## src/rtl/rp2a03_dma_sched.sv

```systemverilog
// rp2a03_dma_sched: bus-cycle sequencer for OAM sprite DMA and DMC sample fetches on the RP2A03 CPU bus.
// Define RP2A03_DMC_DMA_EN to build DMC fetch scheduling; without it only OAM DMA is present.
module rp2a03_dma_sched #(
  parameter logic [15:0] OAM_PORT  = 16'h2004,
  parameter logic [15:0] TRIG_ADDR = 16'h4014
) (
  input  logic        clk,
  input  logic        rst,
  input  logic        cpu_clk,
  input  logic [15:0] cpu_a,
  input  logic        cpu_r_nw,
  input  logic [7:0]  cpu_dout,
  input  logic [7:0]  from_ram,
  input  logic        dmc_req,
  input  logic [15:0] dmc_addr,
  output logic [15:0] dma_a,
  output logic [7:0]  dma_dout,
  output logic        dma_r_nw,
  output logic        dma_active,
  output logic        cpu_ready,
  output logic        dmc_ack
);

  typedef enum logic [2:0] {
    S_IDLE,
    S_HALT,
    S_ALIGN,
    S_DMC_RD,
    S_OAM_RD,
    S_OAM_WR
  } state_t;

  state_t     state;
  state_t     state_nxt;
  logic       put;
  logic [7:0] page;
  logic [7:0] idx;
  logic [7:0] idx_nxt;
  logic       oam_pend;
  logic       oam_pend_nxt;
  logic       dmc_pend;
  logic       trig;

`ifdef RP2A03_DMC_DMA_EN
  logic dmc_done;

  assign dmc_pend = dmc_req && !dmc_done;
  // The ack coincides with the tick that ends the DMC read, so the APU latches from_ram on the same edge.
  assign dmc_ack  = (state == S_DMC_RD) && cpu_clk;
`else
  logic dmc_unused;

  assign dmc_pend   = 1'b0;
  assign dmc_ack    = 1'b0;
  assign dmc_unused = ^{dmc_req, dmc_addr};
`endif

  // Transfer slot choice on a get cycle: DMC always wins over OAM.
  function automatic state_t serve_state(input logic dmc, input logic oam);
    if (dmc)
      return S_DMC_RD;
    else if (oam)
      return S_OAM_RD;
    else
      return S_IDLE;
  endfunction

  always_comb begin
    // NOTE: every variable gets a default before the case so no path leaves it unassigned (no latches).
    state_nxt    = state;
    idx_nxt      = idx;
    oam_pend_nxt = oam_pend;
    trig         = (state == S_IDLE) && (cpu_a == TRIG_ADDR) && !cpu_r_nw;

    case (state)
      S_IDLE: begin
        if (oam_pend || dmc_pend)
          state_nxt = S_HALT;
      end
      S_HALT: begin
        // put=1 now means the cycle after this tick is a get cycle.
        if (cpu_r_nw)
          state_nxt = put ? serve_state(dmc_pend, oam_pend) : S_ALIGN;
      end
      S_ALIGN: begin
        state_nxt = serve_state(dmc_pend, oam_pend);
      end
`ifdef RP2A03_DMC_DMA_EN
      S_DMC_RD: begin
        state_nxt = oam_pend ? S_ALIGN : S_IDLE;
      end
`endif
      S_OAM_RD: begin
        state_nxt = S_OAM_WR;
      end
      S_OAM_WR: begin
        idx_nxt = idx + 8'd1;
        if (idx == 8'hFF) begin
          oam_pend_nxt = 1'b0;
          state_nxt    = dmc_pend ? S_DMC_RD : S_IDLE;
        end else begin
          state_nxt = serve_state(dmc_pend, 1'b1);
        end
      end
      default: begin
        state_nxt = S_IDLE;
      end
    endcase
  end

  always_ff @(posedge clk) begin
    if (rst) begin
      // NOTE: sequential state uses non-blocking assignments so every register samples pre-edge values.
      state      <= S_IDLE;
      put        <= 1'b0;
      page       <= 8'h00;
      idx        <= 8'h00;
      oam_pend   <= 1'b0;
      dma_a      <= 16'h0000;
      dma_dout   <= 8'h00;
      dma_r_nw   <= 1'b1;
      dma_active <= 1'b0;
      cpu_ready  <= 1'b1;
    end else if (cpu_clk) begin
      state    <= state_nxt;
      put      <= ~put;
      idx      <= idx_nxt;
      oam_pend <= oam_pend_nxt;

      if (trig) begin
        page     <= cpu_dout;
        oam_pend <= 1'b1;
        idx      <= 8'h00;
      end

      if (state == S_OAM_RD)
        dma_dout <= from_ram;

      // Bus outputs describe the cycle that this tick starts.
      dma_active <= (state_nxt == S_DMC_RD) || (state_nxt == S_OAM_RD) || (state_nxt == S_OAM_WR);
      cpu_ready  <= (state_nxt == S_IDLE);

      case (state_nxt)
        S_DMC_RD: begin
          dma_a    <= dmc_addr;
          dma_r_nw <= 1'b1;
        end
        S_OAM_RD: begin
          dma_a    <= {page, idx_nxt};
          dma_r_nw <= 1'b1;
        end
        S_OAM_WR: begin
          dma_a    <= OAM_PORT;
          dma_r_nw <= 1'b0;
        end
        default: begin
          dma_a    <= 16'h0000;
          dma_r_nw <= 1'b1;
        end
      endcase
    end
  end

`ifdef RP2A03_DMC_DMA_EN
  // Acked requests stay masked until the APU drops dmc_req, checked on every clk.
  always_ff @(posedge clk) begin
    if (rst)
      dmc_done <= 1'b0;
    else if (!dmc_req)
      dmc_done <= 1'b0;
    else if (cpu_clk && (state == S_DMC_RD))
      dmc_done <= 1'b1;
  end
`endif

endmodule

```

## config.mk

```make
export PLATFORM = sky130hd
export DESIGN_NAME = rp2a03_dma_sched
export DESIGN_NICKNAME = d
export VERILOG_FILES = /design/src/rtl/rp2a03_dma_sched.sv
export SDC_FILE = /design/constraint.sdc
export NUM_CORES = 1
export LEC_CHECK = 0
export ABC_AREA = 0
export BUFFER_PORTS_ARGS = -buffer_cell sky130_fd_sc_hd__buf_2
export CORE_MARGIN = 2
export CORE_UTILIZATION = 35
export CTS_CLUSTER_DIAMETER = 40
export DETAILED_ROUTE_END_ITERATION = 7
export GPL_TIMING_DRIVEN = 1
export MAX_ROUTING_LAYER = met4
export REMOVE_ABC_BUFFERS = 1
export SLEW_MARGIN = 15
export SYNTH_ARGS = -nofsm -noshare
export SYNTH_HDL_FRONTEND = slang
export SYNTH_SLANG_ARGS = --single-unit
```

## constraint.sdc

```tcl
create_clock -name clk -period 1.6 [get_ports clk]
set_input_delay 0.16 -clock clk [delete_from_list [all_inputs] [get_ports clk]]
set_output_delay 0.16 -clock clk [all_outputs]
set_load 0.02 [all_outputs]
```

==> impl_results.md <==
* Cell count of the worst reg-to-reg path at 7
* Setup tns final at 0 ps
* Hold Path Depth at 3
* R2r endpoint: dma_a[3]$_SDFFE_PP0P_
* Number of remaining DRC errors at 0
* Chip height at 81.5 um
* R2r startpoint: state[0]$_SDFFE_PP0P_
* Finish-stage setup viols at 0
* Final Skew at 8.88 ps
* Hold_sp: from_ram[0]
* Yosys reg bits at 48
* Outcome: finished, final reports clean
* Full die area at 0.00665 mm2
* Share of layout cells above drive strength 1 at 38.2%
* Clk root buf: clkbuf_8
* Mean post-synth cell area at 9.31 um2
* Antenna Cells at 0
* Design Area, Final at 0.00278 mm2
* Pins Over Slew Limit at 0
* Crit start category: flop
* Port bufs at 62
* Post-layout util at 47.6%
* Routability Congestion at 0.809
* Final net count at 354
* Io pins at 81
* Non-filler cells, final at 376
* Pwr Density at 801 mW/mm2
* Ys async rst share at 0%
* Via density at 4.86
* Vias in the first global route at 1669
* Arr. time, crit path at 1720 ps
* Worst-Margin Slew at 995 ps
* CTS sink cnt at 48
* Synthesized cell area at 0.00210 mm2
* First-pass GRT wire length at 8040 um
* Slew headroom at 33.4%
* Final HPWL DP at 3540 um
* GRT overflow at 0
* Sequential area share after synthesis at 45.7%
* Row count at 28
* VDD IR max at 0.414 mV
* Initial Util at 36.0%
* Hold path endpoint: dma_dout[0]$_SDFFE_PP0P_
* Post-DP Area at 0.00256 mm2
* GRT Total Usage at 16.4%
* DR WL/cell at 13.5 um
* WL final at 5070 um
* DR pass1 iterations at 4
* DR iter-0 viols at 129
* Fin. Hold Viols at 0
* Number of flops mapped to enable cells by yosys at 0
* Critical Path Fanout Max at 13
* Worst slack, placed at -167 ps
* Max Freq at 656 MHz
* Max-cap violation count at 0
* CTS H-Tree Depth at 2
* WS Path Type: flop to flop
* Area grow syn2layout at 32.2%
* Period minus WS final at 1520 ps
* HP Class: primary input to flop
* Initial antenna violation count at 0
* Synth Instances at 226
* Crit share post-route at 95.3%
* Req. time, crit path at 1800 ps
* Netlist cell types at 50
* Placed Cells at 365
* Largest net degree at the start of global routing at 18
* Clock latency on the worst-skew pair at 310 ps
* Start point of the critical path: state[0]$_SDFFE_PP0P_
* Syn. warnings at 0
* Post-DRT Antenna Nets at 0
* CTS Buf Count at 5
* Prevailing post-synth register cell: dfxtp_1
* Final setup margin at 75.4 ps
* Setup crit end kind: flop
* CTS clk-pin slew, worst paths at 100 ps
* TritonCTS clock tree: yes
* Core area at 0.00585 mm2
* Leak pwr at 1.24 nW
* Vias post-DR at 1828
* R2R Setup Slk at 80 ps
* Bufs on Longest Clock Path at 2
* Chip Width at 81.5 um
==> through the flow <==
stage	power [mW]	hold WS [ps]
after floorplan	1.35	229
after CTS	2.25	69.4
final	2.23	77.0
after global placement	1.47	391
after detailed placement	1.48	401
after global routing	2.34	77.2
==> routing by layer <==
metal / vias up / track usage (%) / routed length, um
met5: - / - / 0
met4: 0 / 5.59 / 58
met3: 7 / 3.41 / 240
met2: 37 / 25.5 / 2350
met1: 837 / 21.2 / 2420
li1: 947 / - / -
==> how the worst max path moves through the flow <==
stage / slack (ps) / end / cells past startpoint
2_1_floorplan: -20 / page[0]$_SDFFE_PP0P_ / 5
3_3_place_gp: -140 / dma_a[10]$_SDFFE_PP0P_ / 5
3_5_place_dp: -170 / dma_a[14]$_SDFFE_PP0P_ / 5
4_1_cts: 40 / idx[5]$_SDFFE_PP0P_ / 6
5_1_grt: -7 / page[5]$_SDFFE_PP0P_ / 6
6_report: 80 / dma_a[3]$_SDFFE_PP0P_ / 7
==> repair_timing <==
action,4_1_cts,5_1_grt
pin swaps,1,4
hold endpoints to repair,0,0
setup buffers,1,1
setup endpoints to repair,17,17
cloned,0,1
gates resized for setup,3,16
hold buffers,0,0
==> final cells by class <==
type                    count  area [um2]
clock inverters             2        15.0
fillers                   584        3070
well taps                  75        93.8
clock buffers               6        82.6
flip-flops and latches     48         976
multi-input cells         159        1100
repair buffers             82         503
inverters                   4        15.0
==> cell usage after synthesis (2+ instances only) <==
master     n  share of area, %
nand4_1    3              0.89
nand3b_1   3               1.1
a21oi_1   19               4.5
o21bai_1   2              0.71
nor4_2     2               1.2
xnor2_1    4               1.7
o32ai_1    2              0.83
nand3_1    6               1.4
a21o_1     2              0.71
a31oi_1    3              0.89
buf_2      3              0.71
o21ai_0    2              0.48
nor2_1    16               2.9
xor2_1     4               1.7
clkbuf_1   6               1.1
nor4_1     3              0.89
inv_1      4              0.71
buf_4      2              0.71
dfxtp_1   48                46
a211oi_1   2              0.71
nor3_1     3              0.71
a22o_1    14               5.8
buf_6      3               1.6
and2b_1    2              0.71
mux2i_1    8               3.8
nand2_1   33               5.9
nand2b_1   4               1.2
==> cells by family (layout without fill, tap and decap cells) <==
logic type	after synthesis	after routing	synth area share, %
other cells	1	1	0.178
compound gates	54	54	18.4
xor+xnor	8	8	3.33
buf+inv	19	94	4.99
mux	9	9	4.34
flops	48	48	45.7
fa+ha+maj	1	1	0.594
simple gates	86	86	22.5
==> worst max-delay path: stages, from the launching register on <==
cell and delay, ps:
dfxtp_4 390, buf_4 150, nand4_1 130, o21ai_1 200
o31a_4 180, nor3_4 40, buf_12 150, a22o_1 180
==> cells in the final DEF, fill, tap and decap left out, drive strengths merged, types with 2 or more instances in the layout <==
| cell | synthesis | final |
|---|---|---|
| o32ai | 2 | 2 |
| xor2 | 4 | 4 |
| nor4 | 5 | 5 |
| clkinvlp | 0 | 2 |
| a31oi | 3 | 3 |
| xnor2 | 4 | 4 |
| nand3b | 3 | 3 |
| o21ai | 3 | 3 |
| inv | 4 | 4 |
| nand2b | 5 | 5 |
| a21oi | 20 | 20 |
| a21o | 2 | 2 |
| clkbuf | 6 | 7 |
| and2b | 2 | 2 |
| nand4 | 3 | 3 |
| buf | 9 | 81 |
| a22o | 14 | 14 |
| nand3 | 6 | 6 |
| nor3 | 5 | 5 |
| o21bai | 2 | 2 |
| mux2i | 8 | 8 |
| a211oi | 2 | 2 |
| nor2 | 16 | 16 |
| nand2 | 33 | 33 |
| dfxtp | 48 | 48 |
==> power by group <==
| part | switching, mW | internal, mW | total [mW] |
|---|---|---|---|
| Clock | 0.423 | 0.350 | 0.774 |
| Sequential | 0.0158 | 1.21 | 1.22 |
| Combinational | 0.127 | 0.104 | 0.231 |
| Total | 0.566 | 1.66 | 2.23 |
==> sequential cells by signal, summed over array words and instances, names as in the netlist <==
register,flops
cpu_ready,1
dma_active,1
state,3
dma_dout,8
page,8
dma_a,16
dma_r_nw,1
put,1
idx,8
oam_pend,1
No activity file was read; power rests on OpenSTA's default activity.
